$ cat config.mk
export PLATFORM = sky130hd
export DESIGN_NAME = seq_detect_ctrl
export DESIGN_NICKNAME = d
export VERILOG_FILES = /design/src/rtl/seq_detect_ctrl.sv
export SDC_FILE = /design/constraint.sdc
export NUM_CORES = 1
export LEC_CHECK = 0
export CAP_MARGIN = 0
export CORE_AREA = 2 2 89 91
export CTS_BUF_LIST = sky130_fd_sc_hd__clkbuf_8
export CTS_CLUSTER_DIAMETER = 30
export DETAILED_ROUTE_END_ITERATION = 8
export DIE_AREA = 0 0 91 93
export PLACE_DENSITY = 0.75
export SLEW_MARGIN = 20
export SYNTH_ARGS = -nofsm -noshare
export SYNTH_HDL_FRONTEND = slang
export SYNTH_SLANG_ARGS = --single-unit
$ cat constraint.sdc
create_clock -name clk -period 2.85 [get_ports clk]
set_clock_uncertainty 0.2 [all_clocks]
set_input_delay 0.285 -clock clk [delete_from_list [all_inputs] [get_ports clk]]
set_output_delay 0.285 -clock clk [all_outputs]
set_load 0.05 [all_outputs]
$ cat src/rtl/seq_detect_ctrl.sv
`default_nettype none
// +--------------------------------------------------------------------------+
// | Module      : seq_detect_ctrl                                            |
// | Description : Run sequencer for the sequence detector datapath. Streams a|
// |               latched N-bit pattern MSB-first into the detector after a  |
// |               one-cycle detector reset, counts Z hits with Mealy/Moore   |
// |               sampling and pulses done. Optional first-hit capture is    |
// |               enabled with macro SEQ_CTRL_FIRST_HIT_EN.                  |
// | Revision    : 1.0  initial release                                       |
// +--------------------------------------------------------------------------+
module seq_detect_ctrl #(
    parameter int N  = 44,
    parameter int CW = 6
) (
    input  logic          clk,
    input  logic          reset,
    input  logic          start,
    input  logic          mode,
    input  logic [N-1:0]  pattern,
    output logic          busy,
    output logic          done,
    output logic [CW-1:0] hit_count,
    output logic          det_reset,
    output logic          det_x,
    output logic          det_m,
`ifdef SEQ_CTRL_FIRST_HIT_EN
    output logic [CW-1:0] first_hit,
    output logic          first_valid,
`endif
    input  logic          det_z
);

    // Bit index only has to reach N-1, independent of the counter width.
    localparam int            IW         = (N > 2) ? $clog2(N) : 1;
    localparam logic [IW-1:0] c_last_idx = IW'(N - 1);
    localparam logic [CW-1:0] c_cnt_max  = {CW{1'b1}};

    typedef enum logic [2:0] {
        S_IDLE  = 3'd0,
        S_RST   = 3'd1,
        S_RUN   = 3'd2,
        S_DRAIN = 3'd3,
        S_DONE  = 3'd4
    } state_t;

    state_t        r_state;
    logic [N-1:0]  r_shift;
    logic [IW-1:0] r_idx;
    logic          r_done;
    logic [CW-1:0] r_hit_count;
    logic          r_det_reset;
    logic          r_det_x;
    logic          r_det_m;
    logic          w_sample;
    logic          w_hit;

    // Mealy samples Z alongside each bit; Moore one cycle later, so the
    // last bit's Moore sample lands in DRAIN and RUN cycle 0 is skipped.
    always_comb begin
        w_sample = 1'b0;
        if (r_state == S_RUN) begin
            w_sample = !r_det_m || (r_idx != '0);
        end else if (r_state == S_DRAIN) begin
            w_sample = r_det_m;
        end
    end

    assign w_hit = w_sample & det_z;

`ifdef SEQ_CTRL_FIRST_HIT_EN
    logic [IW-1:0] w_sample_idx;
    logic [CW-1:0] r_first_hit;
    logic          r_first_valid;

    always_comb begin
        w_sample_idx = r_idx;
        if (r_state == S_DRAIN) begin
            w_sample_idx = c_last_idx;
        end else if (r_det_m) begin
            w_sample_idx = r_idx - IW'(1);
        end
    end
`endif

    always_ff @(posedge clk or negedge reset) begin
        if (!reset) begin
            r_state     <= S_IDLE;
            r_shift     <= '0;
            r_idx       <= '0;
            r_done      <= 1'b0;
            r_hit_count <= '0;
            r_det_reset <= 1'b0;
            r_det_x     <= 1'b0;
            r_det_m     <= 1'b0;
`ifdef SEQ_CTRL_FIRST_HIT_EN
            r_first_hit   <= '0;
            r_first_valid <= 1'b0;
`endif
        end else begin
            r_done      <= 1'b0;
            r_det_reset <= 1'b0;
            r_det_x     <= 1'b0;

            if (w_hit) begin
                if (r_hit_count != c_cnt_max) begin
                    r_hit_count <= r_hit_count + CW'(1);
                end
`ifdef SEQ_CTRL_FIRST_HIT_EN
                if (!r_first_valid) begin
                    r_first_hit   <= CW'(w_sample_idx);
                    r_first_valid <= 1'b1;
                end
`endif
            end

            case (r_state)
                S_IDLE: begin
                    if (start) begin
                        r_shift     <= pattern;
                        r_det_m     <= mode;
                        r_hit_count <= '0;
                        r_idx       <= '0;
                        r_det_reset <= 1'b1;
`ifdef SEQ_CTRL_FIRST_HIT_EN
                        r_first_hit   <= '0;
                        r_first_valid <= 1'b0;
`endif
                        r_state     <= S_RST;
                    end
                end
                S_RST: begin
                    r_det_x <= r_shift[N-1];
                    r_shift <= {r_shift[N-2:0], 1'b0};
                    r_state <= S_RUN;
                end
                S_RUN: begin
                    if (r_idx == c_last_idx) begin
                        r_state <= S_DRAIN;
                    end else begin
                        r_idx   <= r_idx + IW'(1);
                        r_det_x <= r_shift[N-1];
                        r_shift <= {r_shift[N-2:0], 1'b0};
                    end
                end
                S_DRAIN: begin
                    r_done  <= 1'b1;
                    r_state <= S_DONE;
                end
                S_DONE: begin
                    r_state <= S_IDLE;
                end
                default: begin
                    r_state <= S_IDLE;
                end
            endcase
        end
    end

    assign busy      = (r_state != S_IDLE);
    assign done      = r_done;
    assign hit_count = r_hit_count;
    assign det_reset = r_det_reset;
    assign det_x     = r_det_x;
    assign det_m     = r_det_m;
`ifdef SEQ_CTRL_FIRST_HIT_EN
    assign first_hit   = r_first_hit;
    assign first_valid = r_first_valid;
`endif

endmodule
`default_nettype wire

==> metrics.cfg, run 1 <==
[power]
ir_drop_v=0.000199
p_leak_nw=1.96
p_int_mw=1.66
power_density_nw_per_um2=550
seqPwrFrac=0.429
combinationalPowerShare=0.231
p_sw_mw=0.662
switching_share=0.285
p_clk_frac=0.340

[yosys]
synth_compound_area_frac=0.0369
ys_ff_latch=63
muxShareOfSynthArea=0.352
async_flop_share=1.00
yosys_most_used_dff=dfrtp_1
synthXorXnorAreaFrac=0.00527
yosys-top-cells-area=dfrtp_1 (47%), mux2_4 (18%), mux2_2 (16%)
postSynthCellCount=243
synth_edf_count=0
synth_top_area_cell=dfrtp_1
yosysMostFrequentCell=dfrtp_1
synth-adder-area-share=0.0113
ys_warn_count=0
synth_top_area_frac=0.474
synthDistinctLibCells=39
synth.net_count=295
postSynthAreaPerCell_sq_um=13.7
yosys.area_share.simple=0.0907
yosysSeqAreaShare=0.474
syn_area_sq_um=3320
netlist_top_cells_count=dfrtp_1 (63), mux2_2 (46), mux2_4 (40), nand2_1 (17)
synth_top_family_by_area=multiplexers

[timing]
finalCriticalPeriod_ps=2450
final_hold_viol_count=0
fin_tns_setup_ps=0
tightest_slew_ps=788
rsz0062_at_grt=false
final-max-slew-violation-count=0
fmax_mhz=409
slew_headroom=0.474
fin_crit_sh=0.858
setup-violations-final=0

[worst_setup_path]
critical_path_class=register to register
worstPathCellList=nor2_1, a41oi_4, nor2_4, buf_4, mux2_2
crit_path_end_kind=register
critPathMaxFanout=44
slowest_stage=buf_4
worst_ep_required_time_ps=2860
r2r-end=r_shift[3]
startpoint_type=register
rrSetupSlack_ps=400
timing.rr.start=r_idx[2]
worst_ep_arrival_time_ps=2460
critical_path.max_stage_delay_ps=620
r2r_cells=5

[clocking]
post_cts_resize_count=0
cts.hold.buffers_added=1
cts-root-buf=clkbuf_8
cts_setup_buffers=0
numCtsBuffers=9
clock_sinks=63
clkSlewWorstSetupHoldPaths_ps=70
worst_skew_pair.late_latency_ps=330
clock_path_buffers=2
cts_tree=done
cts_max_level=3

[placement]
io_buffers=59
dpl.hpwl_um=4170
globalplace.congestion=0.865

[detailed_routing]
wire_per_inst_um=14.4
post-route-drc-count=0
drt-pass1-iter-count=4
ant_nets=0
via_per_inst=5.01
wl_um=5980
vias=2085
drtIter0Drc=71

[global_routing]
grtUsageTotal=0.156
antenna_found_initial=0
overflow=0
first_global_vias=2217
grt_pass1_wl_um=10400
grt_max_degree=45

[hold_path]
whs_endpoint=det_m
min_path_cells=3
min_path_type=primary input to register
hp-start=mode

[job]
cap_violations=0

[floorplanning]
die_y_um=93
pin_count=60
num_rows=32
start_util=0.442
die_x_um=91
core-area_sq_um=7530
die_area_sq_um=8460

[layout]
diodes=0
drive_gt1_frac=0.350
synthToLayoutAreaGrowth_pct=27.0
layout.nets=361
fin_util=0.561

[status]
status=completed

-- cell families after synthesis --
group | count (synthesis)
XOR/XNOR | 2
AO/OA/AOI/OAI | 14
AND/OR/NAND/NOR | 55
adder cells (fa/ha/maj) | 3
buffers and inverters | 15
flip-flops | 63
multiplexers | 91
-- power by group through the flow --
stage | clock network (mW) | registers (mW) | logic, mW
6_report | 0.789 | 0.997 | 0.536
5_1_grt | 0.863 | 1.01 | 0.573
4_1_cts | 0.817 | 0.995 | 0.540
3_5_place_dp | 0 | 1.01 | 0.539
3_3_place_gp | 0 | 1.01 | 0.529
2_1_floorplan | 0 | 1.15 | 0.188
-- state kept, by name, indices dropped and copies added (netlist names) --
name / flops
r_shift: 44
hit_count: 6
r_idx: 6
r_state: 3
det_m: 1
det_reset: 1
det_x: 1
done: 1
-- worst max-delay path, delay by kind of cell (launching register included) --
family / cells / cell delay (ps)
buffers and inverters: 1 / 620
and+or+nand+nor: 2 / 470
muxes: 1 / 410
AOI/OAI and AO/OA: 1 / 220
DFF: 1 / 410
-- stage by stage --
step / total power [mW] / cell area [sq um] / instances / hold slack, ps / worst slack [ps]
2_1_floorplan: 1.34 / 3320 / 243 / -211 / 730
3_3_place_gp: 1.54 / 4000 / 399 / 133 / 477
3_5_place_dp: 1.55 / 4000 / 399 / 140 / 381
4_1_cts: 2.35 / 4220 / 416 / 276 / 383
5_1_grt: 2.44 / 4220 / 416 / 310 / 285
6_report: 2.32 / 4220 / 416 / 293 / 403
-- layout make-up --
| class | count | area (sq um) |
|---|---|---|
| Fill cell | 660 | 3300 |
| Multi-Input combinational cell | 165 | 1650 |
| Sequential cell | 63 | 1580 |
| Timing Repair Buffer | 64 | 638 |
| Clock buffer | 12 | 165 |
| Tap cell | 102 | 128 |
| Clock inverter | 4 | 43.8 |
| Inverter | 6 | 22.5 |
-- layer usage --
layer,part of all wire,wire (um),track usage,vias up
li1,-,-,-,1002
met1,0.48,2880,0.199,1032
met2,0.47,2810,0.252,43
met3,0.033,197,0.0314,8
met4,0.017,99,0.0795,0
met5,0,0,0,-
-- worst max-delay path by stage --
stage | startpoint | endpoint | slack [ps] | cells after the start
floorplan | r_state[0] | r_shift[10] | 730 | 6
global placement | r_idx[2] | r_shift[1] | 480 | 5
detailed placement | r_idx[2] | r_shift[2] | 380 | 5
CTS | r_idx[2] | r_shift[2] | 380 | 5
global route | r_idx[2] | r_shift[2] | 290 | 5
finish | r_idx[2] | r_shift[3] | 400 | 5
-- cell usage in the layout (no fill, tap or decap), types with 2 or more instances in the layout --
cell type | netlist | layout
nand2_1 | 17 | 17
a21oi_1 | 4 | 4
or2b_1 | 2 | 2
mux2i_1 | 4 | 4
nand4_1 | 2 | 2
xor2_1 | 2 | 2
mux2_2 | 46 | 46
nand3_1 | 3 | 3
nor3_1 | 5 | 5
nor2_1 | 5 | 5
clkdlybuf4s50_1 | 0 | 58
a211oi_1 | 2 | 2
clkbuf_8 | 0 | 12
nor2b_1 | 3 | 3
nor4_1 | 2 | 2
and2_1 | 3 | 3
nand2b_1 | 4 | 4
ha_1 | 3 | 3
o31ai_1 | 2 | 2
buf_4 | 0 | 3
mux2_4 | 40 | 40
dfrtp_1 | 63 | 63
inv_1 | 5 | 6
clkinv_2 | 0 | 2
(Power assumes the default switching activity.)
==> run 2: changes to the inputs <==
GPL_TIMING_DRIVEN = 0   (was unset)
SLEW_MARGIN = 5   (was 20)
==> metrics.cfg, run 2 (synthesis results as in run 1) <==
[status]
status=completed

[clocking]
post_cts_resize_count=0  ; unchanged
clkSlewWorstSetupHoldPaths_ps=60  ; about the same
cts_setup_buffers=0  ; unchanged
cts_tree=done
worst_skew_pair.late_latency_ps=330  ; about the same
cts.hold.buffers_added=1  ; unchanged
clock_path_buffers=2  ; unchanged
cts_max_level=3  ; unchanged
numCtsBuffers=9  ; unchanged
clock_sinks=63  ; unchanged
cts-root-buf=clkbuf_8

[layout]
fin_util=0.560  ; -0.00116
layout.nets=366  ; +1.4%
final_cell_mix=dfrtp_1 (63), clkdlybuf4s50_1 (58), mux2_2 (46)
finalNonFillerCells=419  ; +0.72%
largest_reg_flops=44  ; unchanged
synthToLayoutAreaGrowth_pct=26.8
layout_commonest_cell=dfrtp_1
diodes=0  ; unchanged
drive_gt1_frac=0.353  ; +0.00299
regMostFlops=r_shift

[timing]
hold_slack_ps=291  ; -2.55 ps
finalCriticalPeriod_ps=2350  ; -91.7 ps
rsz0062_at_grt=false
slew_headroom=0.476  ; +0.00151
fmax_mhz=425  ; +3.9%
fin_tns_setup_ps=0  ; unchanged
fin_crit_sh=0.826  ; -0.0322
tightest_slew_ps=786  ; -2.27 ps
setup-violations-final=0  ; unchanged
final-max-slew-violation-count=0  ; unchanged
final_hold_viol_count=0  ; unchanged

[detailed_routing]
via_per_inst=4.98  ; -0.57%
wl_met2_um=2880  ; +2.6%
wl_um=5980  ; about the same
wl_met3_um=233  ; +18%
post-route-drc-count=0  ; unchanged
drtIter0Drc=51  ; -28%
wire_per_inst_um=14.3  ; -0.77%
vias=2088  ; +0.14%
ant_nets=0  ; unchanged
drt-pass1-iter-count=4  ; unchanged
wl_met1_um=2790  ; -3.1%
top_layer_used=met4

[floorplanning]
num_rows=32  ; unchanged
die_x_um=91  ; unchanged
die_y_um=93  ; unchanged
pin_count=60  ; unchanged
start_util=0.442  ; unchanged
die_area_sq_um=8460  ; unchanged
core-area_sq_um=7530  ; unchanged

[power]
combinationalPowerShare=0.246  ; +0.015
p_leak_nw=1.97  ; +0.44%
seqPwrFrac=0.455  ; +0.026
p_sw_mw=0.646  ; -2.3%
switching_share=0.296  ; +0.0109
ir_drop_v=0.000212  ; +6.8%
p_clk_frac=0.299  ; -0.041
p_int_mw=1.54  ; -7.4%
power_density_nw_per_um2=519  ; -5.7%

[worst_setup_path]
crit_buf_inv=2  ; +1
crit_path_end_kind=output port
cp-startpoint=r_state[2]
critical_path.max_stage_delay_ps=700  ; +80 ps
timing.rr.start=r_state[0]
slowest_stage=clkdlybuf4s50_1
critPathMaxFanout=7  ; -84%
startpoint_type=register
worst_ep_required_time_ps=2370  ; -490 ps
cp.depth=3  ; -2
r2r_cells=6  ; +1
worst_ep_arrival_time_ps=1870  ; -590 ps
worstPathCellList=nor3_1, inv_1, clkdlybuf4s50_1
critical_path_class=register to output port
critPathTopFamily=buffers and inverters

[hold_path]
min_path_type=primary input to register
min_path_cells=3  ; unchanged
hp-start=mode

[placement]
dpl.hpwl_um=4140  ; -0.78%
io_buffers=59  ; unchanged
dp_cells=404  ; +1.3%
globalplace.congestion=0.858  ; -0.81%

[global_routing]
first_global_vias=2183  ; -1.5%
grt_pass1_wl_um=10200  ; -1.7%
overflow=0  ; unchanged
antenna_found_initial=0  ; unchanged
grtUsageTotal=0.152  ; -0.00374
grt_max_degree=64  ; +42%

[job]
cap_violations=0  ; unchanged

==> run 2: cell count changes in the layout (fill, tap and decap cells not counted) <==
cell and delta:
buf_12 -1, buf_2 +3, buf_4 -2, buf_6 +5, bufinv_16 -1, clkbuf_8 -1, clkinv_2 -1, inv_1 +1
==> run 2: metal layers <==
metal  up-vias  global-route usage
li1       1009                   -
met1      1026               0.194
met2        46               0.243
met3         7              0.0443
met4         0              0.0619
met5         -                   0
==> run 2: power by group through the flow <==
| stage | combinational, mW | clock [mW] | sequential [mW] |
|---|---|---|---|
| 2_1_floorplan | 0.188 | 0 | 1.15 |
| 3_3_place_gp | 0.531 | 0 | 1.01 |
| 3_5_place_dp | 0.540 | 0 | 1.01 |
| 4_1_cts | 0.543 | 0.677 | 0.994 |
| 5_1_grt | 0.574 | 0.728 | 1.00 |
| 6_report | 0.537 | 0.654 | 0.995 |
==> run 2: per-stage QoR <==
stage	total power, mW	area, sq um	worst slack [ps]
2_1_floorplan	1.34	3320	730
3_3_place_gp	1.54	4040	-835
3_5_place_dp	1.55	4040	524
4_1_cts	2.21	4210	439
5_1_grt	2.30	4210	330
6_report	2.18	4210	495
==> run 2: worst register-to-register path, cell delays in order, from the launching register on <==
cell	delay [ps]
dfrtp_1	370
buf_6	130
or2b_1	260
a21oi_4	280
buf_2	310
mux2_2	370
mux2_4	270
==> run 2: final timing paths <==
check / end / slack (ps)
worst max-delay path: busy / 500
worst min-delay path: det_m / 290
worst max register to register: r_shift[41] / 550
worst min register to register: r_shift[25] / 300
max in group asynchronous: r_shift[39] / 1550
min in group asynchronous: hit_count[4] / 380
==> run 2: layout make-up <==
type | count | area [sq um]
fillers | 661 | 3310
multi-input cells | 165 | 1650
flip-flops and latches | 63 | 1580
repair buffers | 60 | 598
clock buffers | 11 | 151
well taps | 102 | 128
plain buffers | 9 | 76.3
inverters | 6 | 22.5
clock inverters | 3 | 12.5
==> run 3: changes to the inputs <==
PLACE_DENSITY = 0.78   (was 0.75)
clock period = 2 ns   (was 2.85 ns; I/O delays follow)
==> metrics.cfg, run 3 (synthesis results as in run 1) <==
[status]
status=finished, violations left
violations=negative setup slack

[worst_setup_path]
worst_ep_arrival_time_ps=2130  ; +260 ps
crit_path_end_kind=register
worst_ep_required_time_ps=2020  ; -350 ps
critPathMaxFanout=8  ; +1
startpoint_type=register
critical_path_class=register to register

[layout]
fin_util=0.611  ; +0.0515
ff_latch_area_sq_um=1580  ; about the same
nFillCells=612  ; -7.4%
diodes=0  ; unchanged
regMostFlops=r_shift
final_cell_mix=mux2_4 (78), dfrtp_1 (62), clkdlybuf4s50_1 (51)
layout.nets=377  ; +3.0%
layout_commonest_cell=mux2_4
largest_reg_flops=44  ; unchanged
multi_input_area_sq_um=1830  ; +11%
synthToLayoutAreaGrowth_pct=38.4
drive_gt1_frac=0.412  ; +0.0588

[floorplanning]
pin_count=60  ; unchanged
start_util=0.442  ; unchanged
die_x_um=91  ; unchanged
die_area_sq_um=8460  ; unchanged
core-area_sq_um=7530  ; unchanged
num_rows=32  ; unchanged
die_y_um=93  ; unchanged

[clocking]
cts-root-buf=clkbuf_8
cts_tree=done
numCtsBuffers=9  ; unchanged
worst_skew_pair.late_latency_ps=330  ; about the same
clock_sinks=63  ; unchanged
clkSlewWorstSetupHoldPaths_ps=70  ; about the same
clock_path_buffers=2  ; unchanged
cts_max_level=3  ; unchanged

[timing]
setup-violations-final=43  ; +43
finalCriticalPeriod_ps=2110
rsz0062_at_grt=true
final_hold_viol_count=0  ; unchanged
finalWorstSetupSlack_ps=-110  ; -605 ps
final-max-slew-violation-count=0  ; unchanged
fin_tns_setup_ps=-3490  ; -3490 ps
fin_crit_sh=1.06
slew_headroom=0.461  ; -0.0146
tightest_slew_ps=808  ; +21.8 ps
fmax_mhz=474

[placement]
pre_cts_ws_ps=-274  ; -798 ps
globalplace.congestion=0.864  ; +0.72%
io_buffers=59  ; unchanged
dpl.hpwl_um=4340  ; +4.9%

[global_routing]
use_met2=0.269  ; +0.0253
grt_pass1_wl_um=11200  ; +10%
antenna_found_initial=0  ; unchanged
grt_max_degree=64  ; unchanged
first_global_vias=2305  ; +5.6%
grtUsageTotal=0.167  ; +0.0150
gr-usage-met1=0.220  ; +0.0261
grt_busiest_layer=met2
met3_usage=0.0338  ; -0.0105
overflow=0  ; unchanged

[power]
p_int_mw=2.21  ; +43%
seqPwrFrac=0.444  ; -0.011
p_leak_nw=2.23  ; +13%
p_clk_frac=0.310  ; +0.011
power_mw=3.19  ; +46%
power_density_nw_per_um2=693  ; +34%
ir_drop_v=0.000237  ; +12%
p_sw_mw=0.982  ; +52%
switching_share=0.308  ; +0.0122
combinationalPowerShare=0.247  ; about the same

[detailed_routing]
ant_nets=0  ; unchanged
post-route-drc-count=0  ; unchanged
via_per_inst=5.15  ; +3.4%
vias=2225  ; +6.6%
drtIter0Drc=42  ; -18%
wire_per_inst_um=16.1  ; +13%
drt-pass1-iter-count=4  ; unchanged
wl_um=6960  ; +16%

[hold_path]
min_path_type=primary input to register

[job]
cap_violations=0  ; unchanged

-- run 3: power by group through the flow --
stage               Combinational (mW)  Sequential (mW)  Clock, mW
floorplan                        0.268             1.64          0
CTS                              0.769             1.41       1.02
detailed placement               0.770             1.44          0
global placement                 0.756             1.44          0
global route                     0.840             1.43       1.08
finish                           0.787             1.42      0.988
-- run 3: stage by stage --
stage | std cells | hold WS, ps | area [sq um]
after floorplan | 243 | -296 | 3330
after global placement | 404 | 285 | 4050
after detailed placement | 404 | 145 | 4050
after CTS | 429 | 176 | 4410
after global routing | 432 | 202 | 4600
final | 432 | 192 | 4600
-- run 3: per-layer routing --
layer / vias up / wire length [um]
met4: 0 / 90
met5: - / 0
met2: 52 / 3470
met1: 1124 / 3130
li1: 1042 / -
met3: 7 / 269
-- run 3: final cells by class --
type                            instances  share of cell area
Buffer                                  8              0.0239
Inverter                                6             0.00571
Tap cell                              102              0.0277
Sequential cell                        63               0.343
Clock inverter                          5             0.00544
Timing Repair Buffer                   72               0.164
Multi-Input combinational cell        165               0.397
Clock buffer                           11              0.0329
-- run 3: path summary, 6_finish.rpt --
check	from	to	slack, ps	depth (start not counted)
max	r_state[1]	r_shift[37]	-110	6
min	mode	det_m	190	3
max reg2reg	r_state[1]	r_shift[37]	-110	6
min reg2reg	r_idx[0]	r_idx[0]	310	1
max in group asynchronous	reset	r_state[2]	730	2
min in group asynchronous	reset	hit_count[4]	300	2
-- run 3: critical path, stage by stage (launching register included) --
cell       delay (ps)
dfrtp_1           420
or2b_1            290
a21oi_4           180
buf_12            180
clkbuf_16         150
mux2_4            290
mux2_4            270
-- run 3: timing repair --
item	CTS	global route
setup buffers	5	3
hold endpoints to repair	63	0
gates resized for setup	30	44
pin swaps	1	2
endpoints found under the setup margin	48	55
gates cloned	3	1
hold buffers	1	0
